$ cat src/rtl/level_sequencer.sv
// Level progression controller: owns the level number, runs the
// frame-counted level-up blink transition, and handles win/game over.
module level_sequencer #(
    parameter int MAX_LEVEL      = 9,
    parameter int LEVELUP_FRAMES = 64,
    parameter int BLINK_PERIOD   = 8,
    parameter int FRAME_CNT_W    = 8
) (
    input  logic       clk,
    input  logic       resetN,
    input  logic       startOfFrame,
    input  logic       levelComplete,
    input  logic       gameOver,
    input  logic       newGame,
    output logic [3:0] level,
    output logic       levelVisible,
    output logic       freezeGame,
    output logic       levelUpActive,
    output logic       levelUpPulse,
    output logic       gameWon
);

    typedef enum logic [1:0] {
        PLAY,
        LEVEL_UP,
        WIN,
        GAME_OVER
    } state_t;

    localparam logic [3:0] LEVEL_MAX = 4'(MAX_LEVEL);
    localparam logic [FRAME_CNT_W-1:0] FRAME_LAST = FRAME_CNT_W'(LEVELUP_FRAMES - 1);
    localparam logic [FRAME_CNT_W-1:0] BLINK_LAST = FRAME_CNT_W'(BLINK_PERIOD - 1);

    state_t                 state, stateNext;
    logic [FRAME_CNT_W-1:0] frameCnt, frameCntNext;
    logic [FRAME_CNT_W-1:0] blinkCnt, blinkCntNext;
    logic [3:0]             levelNext;
    logic                   visibleNext;
    logic                   pulseNext;
    logic                   freezeNext;
    logic                   activeNext;
    logic                   wonNext;

    always_ff @(posedge clk or negedge resetN) begin
        if (!resetN) begin
            state         <= PLAY;
            level         <= 4'd1;
            levelVisible  <= 1'b1;
            frameCnt      <= '0;
            blinkCnt      <= '0;
            levelUpPulse  <= 1'b0;
            freezeGame    <= 1'b0;
            levelUpActive <= 1'b0;
            gameWon       <= 1'b0;
        end else begin
            state         <= stateNext;
            level         <= levelNext;
            levelVisible  <= visibleNext;
            frameCnt      <= frameCntNext;
            blinkCnt      <= blinkCntNext;
            levelUpPulse  <= pulseNext;
            freezeGame    <= freezeNext;
            levelUpActive <= activeNext;
            gameWon       <= wonNext;
        end
    end

    always_comb begin
        stateNext    = state;
        levelNext    = level;
        visibleNext  = levelVisible;
        frameCntNext = frameCnt;
        blinkCntNext = blinkCnt;
        pulseNext    = 1'b0;
        if (newGame) begin
            stateNext    = PLAY;
            levelNext    = 4'd1;
            visibleNext  = 1'b1;
            frameCntNext = '0;
            blinkCntNext = '0;
        end else begin
            unique case (state)
                PLAY: begin
                    if (gameOver) begin
                        stateNext    = GAME_OVER;
                        visibleNext  = 1'b1;
                        frameCntNext = '0;
                    end else if (levelComplete) begin
                        frameCntNext = '0;
                        blinkCntNext = '0;
                        visibleNext  = 1'b0;
                        if (level < LEVEL_MAX) begin
                            stateNext = LEVEL_UP;
                            levelNext = level + 4'd1;
                            pulseNext = 1'b1;
                        end else begin
                            stateNext = WIN;
                        end
                    end
                end
                LEVEL_UP: begin
                    if (gameOver) begin
                        stateNext    = GAME_OVER;
                        visibleNext  = 1'b1;
                        frameCntNext = '0;
                    end else if (startOfFrame) begin
                        if (frameCnt == FRAME_LAST) begin
                            stateNext    = PLAY;
                            visibleNext  = 1'b1;
                            frameCntNext = '0;
                            blinkCntNext = '0;
                        end else begin
                            frameCntNext = frameCnt + 1'b1;
                            blinkCntNext = blinkCnt + 1'b1;
                            if (blinkCnt == BLINK_LAST) begin
                                blinkCntNext = '0;
                                visibleNext  = ~levelVisible;
                            end
                        end
                    end
                end
                WIN: begin
                    if (startOfFrame) begin
                        blinkCntNext = blinkCnt + 1'b1;
                        if (blinkCnt == BLINK_LAST) begin
                            blinkCntNext = '0;
                            visibleNext  = ~levelVisible;
                        end
                    end
                end
                GAME_OVER: begin
                    visibleNext = 1'b1;
                end
                default: begin
                    stateNext = PLAY;
                end
            endcase
        end
    end

    // Flags are decoded from the next state so they register alongside it.
    always_comb begin
        freezeNext = (stateNext != PLAY);
        activeNext = (stateNext == LEVEL_UP);
        wonNext    = (stateNext == WIN);
    end

endmodule

$ cat config.mk
export PLATFORM = sky130hd
export DESIGN_NAME = level_sequencer
export DESIGN_NICKNAME = d
export VERILOG_FILES = /design/src/rtl/level_sequencer.sv
export SDC_FILE = /design/constraint.sdc
export NUM_CORES = 1
export LEC_CHECK = 0
export ABC_AREA = 1
export CORE_UTILIZATION = 25
export CTS_BUF_LIST = sky130_fd_sc_hd__clkbuf_16
export CTS_CLUSTER_SIZE = 16
export DETAILED_ROUTE_END_ITERATION = 8
export PLACE_DENSITY = 0.4
export SLEW_MARGIN = 30
export SYNTH_ARGS = -nofsm -noshare
export SYNTH_HDL_FRONTEND = slang
export SYNTH_SLANG_ARGS = --single-unit
export TNS_END_PERCENT = 50
$ cat constraint.sdc
create_clock -name clk -period 1.95 [get_ports clk]
set_input_delay 0.39 -clock clk [delete_from_list [all_inputs] [get_ports clk]]
set_output_delay 0.39 -clock clk [all_outputs]
set_load 0.005 [all_outputs]
==> metrics, run 1 <==
status finished clean; post-route clock period utilization 89.8%; Worst Path Class, Setup flop to flop; CP top delay family flip-flops; first-pass GRT wire length 7.25 mm; Max VDD drop 0.573 mV; DRT Pass-1 Iters 4; core outline area 6760 µm²; final count of hold timing violations 0; clock sink count 27; Post-synth EDFFs 0; I/O pin cnt 15; post-synthesis instance total 243; row cnt 30; DRT iter0 DRCs 45; Critical Path RT 2.10 ns; post-synthesis average cell area 7.18 µm²; Setup Fix Bufs, Post-CTS 0; cell taking the most area after synthesis dfrtp_1; Hold Path Class flop to flop; filler instances 738; H-tree depth 1; power density over cell area 1040 nW/µm²; mapped cell area 1750 µm²; worst path buffer plus inverter count 4; Tmin final 1.75 ns; initial antenna violation count 0; die area 7320 µm²; fin nets 291; Total Power 2.27 mW; WHS 0.499 ns; Vias 1560; clk_lat worst skew 0.26 ns; Setup TNS 0 ns; CTS hold repair buffers 0; DP Wirelength 3.10 mm; Starting Density 25.8%; worst hold path depth 2; CTS tree done; Yosys top cell area share 35.8%; R2R setup slack 0.20 ns; post-CTS sizing 0; slowest CP cell dfrtp_1; PortBufs 14; cell area after placement 2090 µm²; r2r startpoint state[1]; total track usage 12.4%; cells on worst reg2reg path 10; ant diodes 0; CP endpoint kind flop; Post-Route WL 4.02 mm; Post-Syn Nets 257; DIE WIDTH 85.6 µm; Overflow after GRT 0; crit start category flop; Area contributors post-synth dfrtp_1 (36%), nand2_1 (16%), inv_1 (7.3%); Seq/Total Area, Yosys 38.9%; Area Overhead vs Synth 24.5%; Root Buffer clkbuf_16; library cells used by synthesis 27; largest net degree at the start of global routing 28; Crit Path Max Fanout 8; Cell Chain, Critical Path inv_1 -> ha_1 -> inv_2 -> nor2_2 -> buf_4 -> nand3_2 -> nand3_4 -> inv_4 -> a21oi_1 -> nor2_1; CP arrival 1.90 ns; Least-Margin Pin Slew 0.368 ns; clk buf depth 2; Reg clk slew, reported paths 0.07 ns; vias in the first global route 1561; RSZ-0062 raised after global routing no; Fmax 571 MHz; DRC Markers 0; final slew viol count 0; Die Y 85.6 µm; fraction of layout cells with a size suffix above 1 14.9%; YS warnings 0; Num CTS Buffers 3; hold path startpoint levelVisible; Async SR Flop Fraction 100%; Final ANT Viol Nets 0; final instance area 2170 µm²; R2R Path End frameCnt[7]; clk_skew 0.00848 ns; placer congestion estimate 0.782; Setup violations, final 0; Via density 4.38; Synth Register Bits 27; P_leak 1.12 nW; Hold Path End levelVisible; top_reg_cell synth dfrtp_1; Final Core Density 32.2%; wire per inst 11.3 µm; slowest stage delay, CP 0.43 ns; Max-cap violations 0; slew margin rel. 75.5%
## synthesized netlist by cell type (2+ instances only)
| master | count |
|---|---|
| o21ai_1 | 3 |
| nand3_2 | 4 |
| dfstp_2 | 2 |
| buf_6 | 2 |
| dfrtp_1 | 25 |
| nor2_2 | 4 |
| nor3_1 | 2 |
| ha_1 | 8 |
| inv_2 | 2 |
| nand3_1 | 17 |
| nand2_1 | 76 |
| o21bai_1 | 2 |
| nand2_4 | 2 |
| inv_1 | 34 |
| inv_4 | 2 |
| o21ai_0 | 4 |
| a21oi_1 | 9 |
| nand4_1 | 10 |
| nor2_1 | 27 |
## flip-flops by register name, indices dropped and copies added (netlist names)
name	count
levelUpPulse	1
blinkCnt	8
frameCnt	8
level	4
state	2
gameWon	1
levelUpActive	1
levelVisible	1
freezeGame	1
## per-stage QoR
stage | setup WS [ns] | cells
floorplan | 0.417 | 243
global placement | 0.0160 | 352
detailed placement | 0.000965 | 352
CTS | 0.170 | 356
global route | 0.0160 | 356
finish | 0.199 | 356
## logic make-up (layout without fill, tap and decap cells)
logic type / count (synthesis) / after routing / share of synthesized area, %
simple gates: 146 / 146 / 38.4
buf+inv: 40 / 73 / 9.75
flops: 27 / 27 / 38.9
compound gates: 21 / 21 / 6.81
fa+ha+maj: 8 / 8 / 5.73
xor+xnor: 1 / 1 / 0.502
## cells in the final DEF, fill, tap and decap left out, drive strengths merged
| cell type | instances |
|---|---|
| dfstp | 2 |
| ha | 8 |
| a21o | 1 |
| nor2 | 31 |
| buf | 17 |
| nand2 | 79 |
| nor3 | 2 |
| o21bai | 2 |
| a21oi | 10 |
| clkinv | 1 |
| nand3 | 22 |
| dfrtp | 25 |
| nand4 | 10 |
| inv | 38 |
| a211oi | 1 |
| or2 | 1 |
| nand3b | 1 |
| clkdlybuf4s50 | 14 |
| o21ai | 7 |
| clkbuf | 3 |
| xor2 | 1 |
## routing by layer
layer / wire, µm / vias to the layer above / GRT usage, %
met1: 2030 / 713 / 16.4
met4: 18 / 0 / 1.82
met3: 94 / 2 / 2.60
li1: - / 833 / -
met5: 0 / - / 0
met2: 1880 / 12 / 21.2
## power by group
group | total (mW) | switching [mW] | internal (mW) | leakage (nW)
Combinational | 1.08 | 0.620 | 0.463 | 0.717
Sequential | 0.715 | 0.0633 | 0.651 | 0.364
Clock | 0.469 | 0.192 | 0.277 | 0.0409
## worst max path at each step
stage,slack (ns),cells past startpoint,startpoint,endpoint
2_1_floorplan,0.42,10,state[1],blinkCnt[2]
3_3_place_gp,0.02,9,newGame,frameCnt[5]
3_5_place_dp,0.001,7,newGame,frameCnt[0]
4_1_cts,0.17,8,state[1],frameCnt[0]
5_1_grt,0.02,11,state[1],blinkCnt[4]
6_report,0.20,10,state[1],frameCnt[7]
## worst min-delay path, stage by stage (launching register included)
cell and delay [ns]:
dfstp_2 0.39, nand2_1 0.06, nand2_1 0.05
## layout make-up
| class | instances | area (µm²) | share of cell area [%] |
|---|---|---|---|
| Sequential cell | 27 | 678 | 31.2 |
| Clock buffer | 3 | 75.1 | 3.45 |
| Multi-Input combinational cell | 176 | 900 | 41.4 |
| Timing Repair Buffer | 31 | 268 | 12.3 |
| Tap cell | 80 | 100 | 4.61 |
| Inverter | 38 | 148 | 6.79 |
| Clock inverter | 1 | 5.00 | 0.230 |
Note: power is estimated with default switching activity, not from simulation.
==> inputs of run 2 (changes only) <==
--- a/config.mk
+++ b/config.mk
@@ -10,7 +10,7 @@
 export CTS_BUF_LIST = sky130_fd_sc_hd__clkbuf_16
 export CTS_CLUSTER_SIZE = 16
 export DETAILED_ROUTE_END_ITERATION = 8
-export PLACE_DENSITY = 0.4
+export PLACE_DENSITY = 0.46
 export SLEW_MARGIN = 30
 export SYNTH_ARGS = -nofsm -noshare
 export SYNTH_HDL_FRONTEND = slang
==> run 2 against run 1 <==
The run now ends with DRC left. Global-route usage down 0.89 points. Die area unchanged. Non-clock buffer count down 5. Setup slack worse by 0.013 ns. Clock skew down 0.0034 ns.
==> metrics, run 2 (synthesis gave the netlist of run 1 again) <==
status complete, but fails checks; failing checks DRC; filler instances 755 (+2.3%); DRT iter0 DRCs 22 (-51%); DRT Pass-1 Iters 6 (+2); Tmin final 1.76 ns (+0.0131 ns); final count of hold timing violations 0 (unchanged); sequential power share 32.8% (+1.3 points); Max VDD drop 0.563 mV (-1.7%); clk_skew 0.00506 ns (-0.00341 ns); Final Core Density 31.6% (-0.56 points); commonest cells after routing, fill and taps aside nand2_1 (76), inv_1 (34), nor2_1 (27); largest net degree at the start of global routing 28 (unchanged); PortBufs 14 (unchanged); DRC Markers 1 (+1); Root Buffer clkbuf_16; Overflow after GRT 0 (unchanged); clock network power share 21.5% (+0.8 points); final cell count without fillers 351 (-1.4%); total track usage 11.5% (-0.89 points); Total Power 2.22 mW (-2.1%); CTS tree done; Setup Fix Bufs, Post-CTS 0 (unchanged); DP Wirelength 2.97 mm (-4.0%); Setup violations, final 0 (unchanged); core outline area 6760 µm² (unchanged); first-pass GRT wire length 6.67 mm (-8.0%); CP top delay family simple AND/OR/NAND/NOR gates; Met1 Wirelength 1.88 mm (-7.7%); clk buf depth 2 (unchanged); Fmax 567 MHz (-0.74%); cells on worst reg2reg path 8 (-2); Critical Path RT 2.15 ns (+0.05 ns); worst hold path depth 2 (unchanged); Worst Path Class, Setup flop to flop; CTS hold repair buffers 0 (unchanged); final slew viol count 0 (unchanged); WHS 0.493 ns (-0.00635 ns); DIE WIDTH 85.6 µm (unchanged); most common cell after layout, fill and taps aside nand2_1; I/O pin cnt 15 (unchanged); DR WL met2 1.90 mm (+1.3%); power density over cell area 1040 nW/µm² (-0.36%); post-route clock period utilization 90.5% (+0.67 points); Num CTS Buffers 3 (unchanged); Via density 4.44 (+1.4%); Cell Chain, Critical Path inv_1 -> ha_2 -> nor2_1 -> buf_4 -> nand2_1 -> nand3_4 -> or2_1 -> o21ai_1; Final ANT Viol Nets 0 (unchanged); Reg clk slew, reported paths 0.07 ns (about the same); Hold Path Class flop to flop; combinational share of power 45.7% (-2.1 points); slowest CP cell dfrtp_1; stages on the worst setup path 8 (-2); R2R setup slack 0.19 ns (about the same); placed insts 347 (-1.4%); CP endpoint kind flop; row cnt 30 (unchanged); clock sink count 27 (unchanged); fraction of layout cells with a size suffix above 1 13.3% (-1.6 points); slowest stage delay, CP 0.43 ns (about the same); slew margin rel. 75.7% (+0.21 points); initial antenna violation count 0 (unchanged); R2R Path End frameCnt[0]; largest registers blinkCnt x8, frameCnt x8, level x4; hold path startpoint levelVisible; Crit Path Max Fanout 8 (unchanged); Starting Density 25.8% (unchanged); Least-Margin Pin Slew 0.365 ns (-0.00319 ns); Max-cap violations 0 (unchanged); Placement Setup Slack -0.0269 ns (-0.0279 ns); H-tree depth 1 (unchanged); worst path buffer plus inverter count 2 (-2); Area Overhead vs Synth 22.4%; post-CTS sizing 0 (unchanged); wire per inst 11.0 µm (-2.6%); Int Power 1.36 mW (-2.6%); Post-Route WL 3.86 mm (-4.0%); met3 wire len 83 µm (-12%); Hold Path End levelVisible; Die Y 85.6 µm (unchanged); ant diodes 0 (unchanged); worst setup margin 0.186 ns (-0.0131 ns); top routing layer in use met3; vias in the first global route 1437 (-7.9%); RSZ-0062 raised after global routing no; fin nets 286 (-1.7%); clk_lat worst skew 0.26 ns (about the same); Vias 1559 (-0.064%); CP arrival 1.96 ns (+0.06 ns); placer congestion estimate 0.791 (+1.1%); Switching Share 38.9% (+0.31 points); r2r startpoint state[1]; P_sw 864 µW (-1.3%); die area 7320 µm² (unchanged); P_leak 1.10 nW (-2.2%); crit start category flop
[run 2: changes by cell type in the layout (fill, tap and decap cells not counted), sizes merged]
cell,before,now
buf,17,12
[run 2: through the flow]
step,TNS [ns],instance area [µm²]
after floorplan,0,1750
after global placement,0,2050
final,0,2140
after CTS,0,2130
after global routing,0,2140
after detailed placement,-0.138,2050
[run 2: cell type report]
class                      count  area, µm²  share of cell area [%]
clock inverter                 1       5.00                   0.234
sequential                    27        678                    31.8
clock buffer                   3       75.1                    3.51
timing repair buffer          26        230                    10.8
inverter                      38        148                    6.91
multi-input combinational    176        900                    42.1
tap                           80        100                    4.69
[run 2: per-layer routing]
metal	global-route usage, %	vias up
li1	-	825
met1	15.2	715
met2	19.3	19
met3	2.31	0
met4	2.73	0
met5	0	-
[run 2: worst reg2reg max path: stages (launching register included)]
cell and delay, ns:
dfrtp_1 0.43, inv_1 0.17, ha_2 0.28, nor2_1 0.07, buf_4 0.15, nand2_1 0.11, nand3_4 0.14, or2_1 0.23
o21ai_1 0.11
[run 2: power groups by stage]
stage	clock (mW)	combinational (mW)	sequential, mW
detailed placement	0	1.02	0.738
CTS	0.505	1.02	0.728
global route	0.528	1.15	0.741
global placement	0	1.02	0.741
finish	0.476	1.02	0.728
floorplan	0	0.675	0.727
[run 2: worst max path at each step]
stage                         from           to  slack, ns
after floorplan           state[1]  blinkCnt[2]       0.42
after CTS                 state[1]  frameCnt[5]       0.14
after global placement     newGame  frameCnt[6]       0.03
final                     state[1]  frameCnt[0]       0.19
after global routing      state[1]  frameCnt[5]       0.06
after detailed placement   newGame  frameCnt[5]      -0.03
==> inputs of run 3 (changes only) <==
--- a/config.mk
+++ b/config.mk
@@ -6,6 +6,7 @@
 export NUM_CORES = 1
 export LEC_CHECK = 0
 export ABC_AREA = 1
+export ABC_CLOCK_PERIOD_IN_PS = 1950
 export CORE_UTILIZATION = 25
 export CTS_BUF_LIST = sky130_fd_sc_hd__clkbuf_16
 export CTS_CLUSTER_SIZE = 16
==> results of run 3 <==
No change in the layout: final DEF, timing and power equal those of run 2.
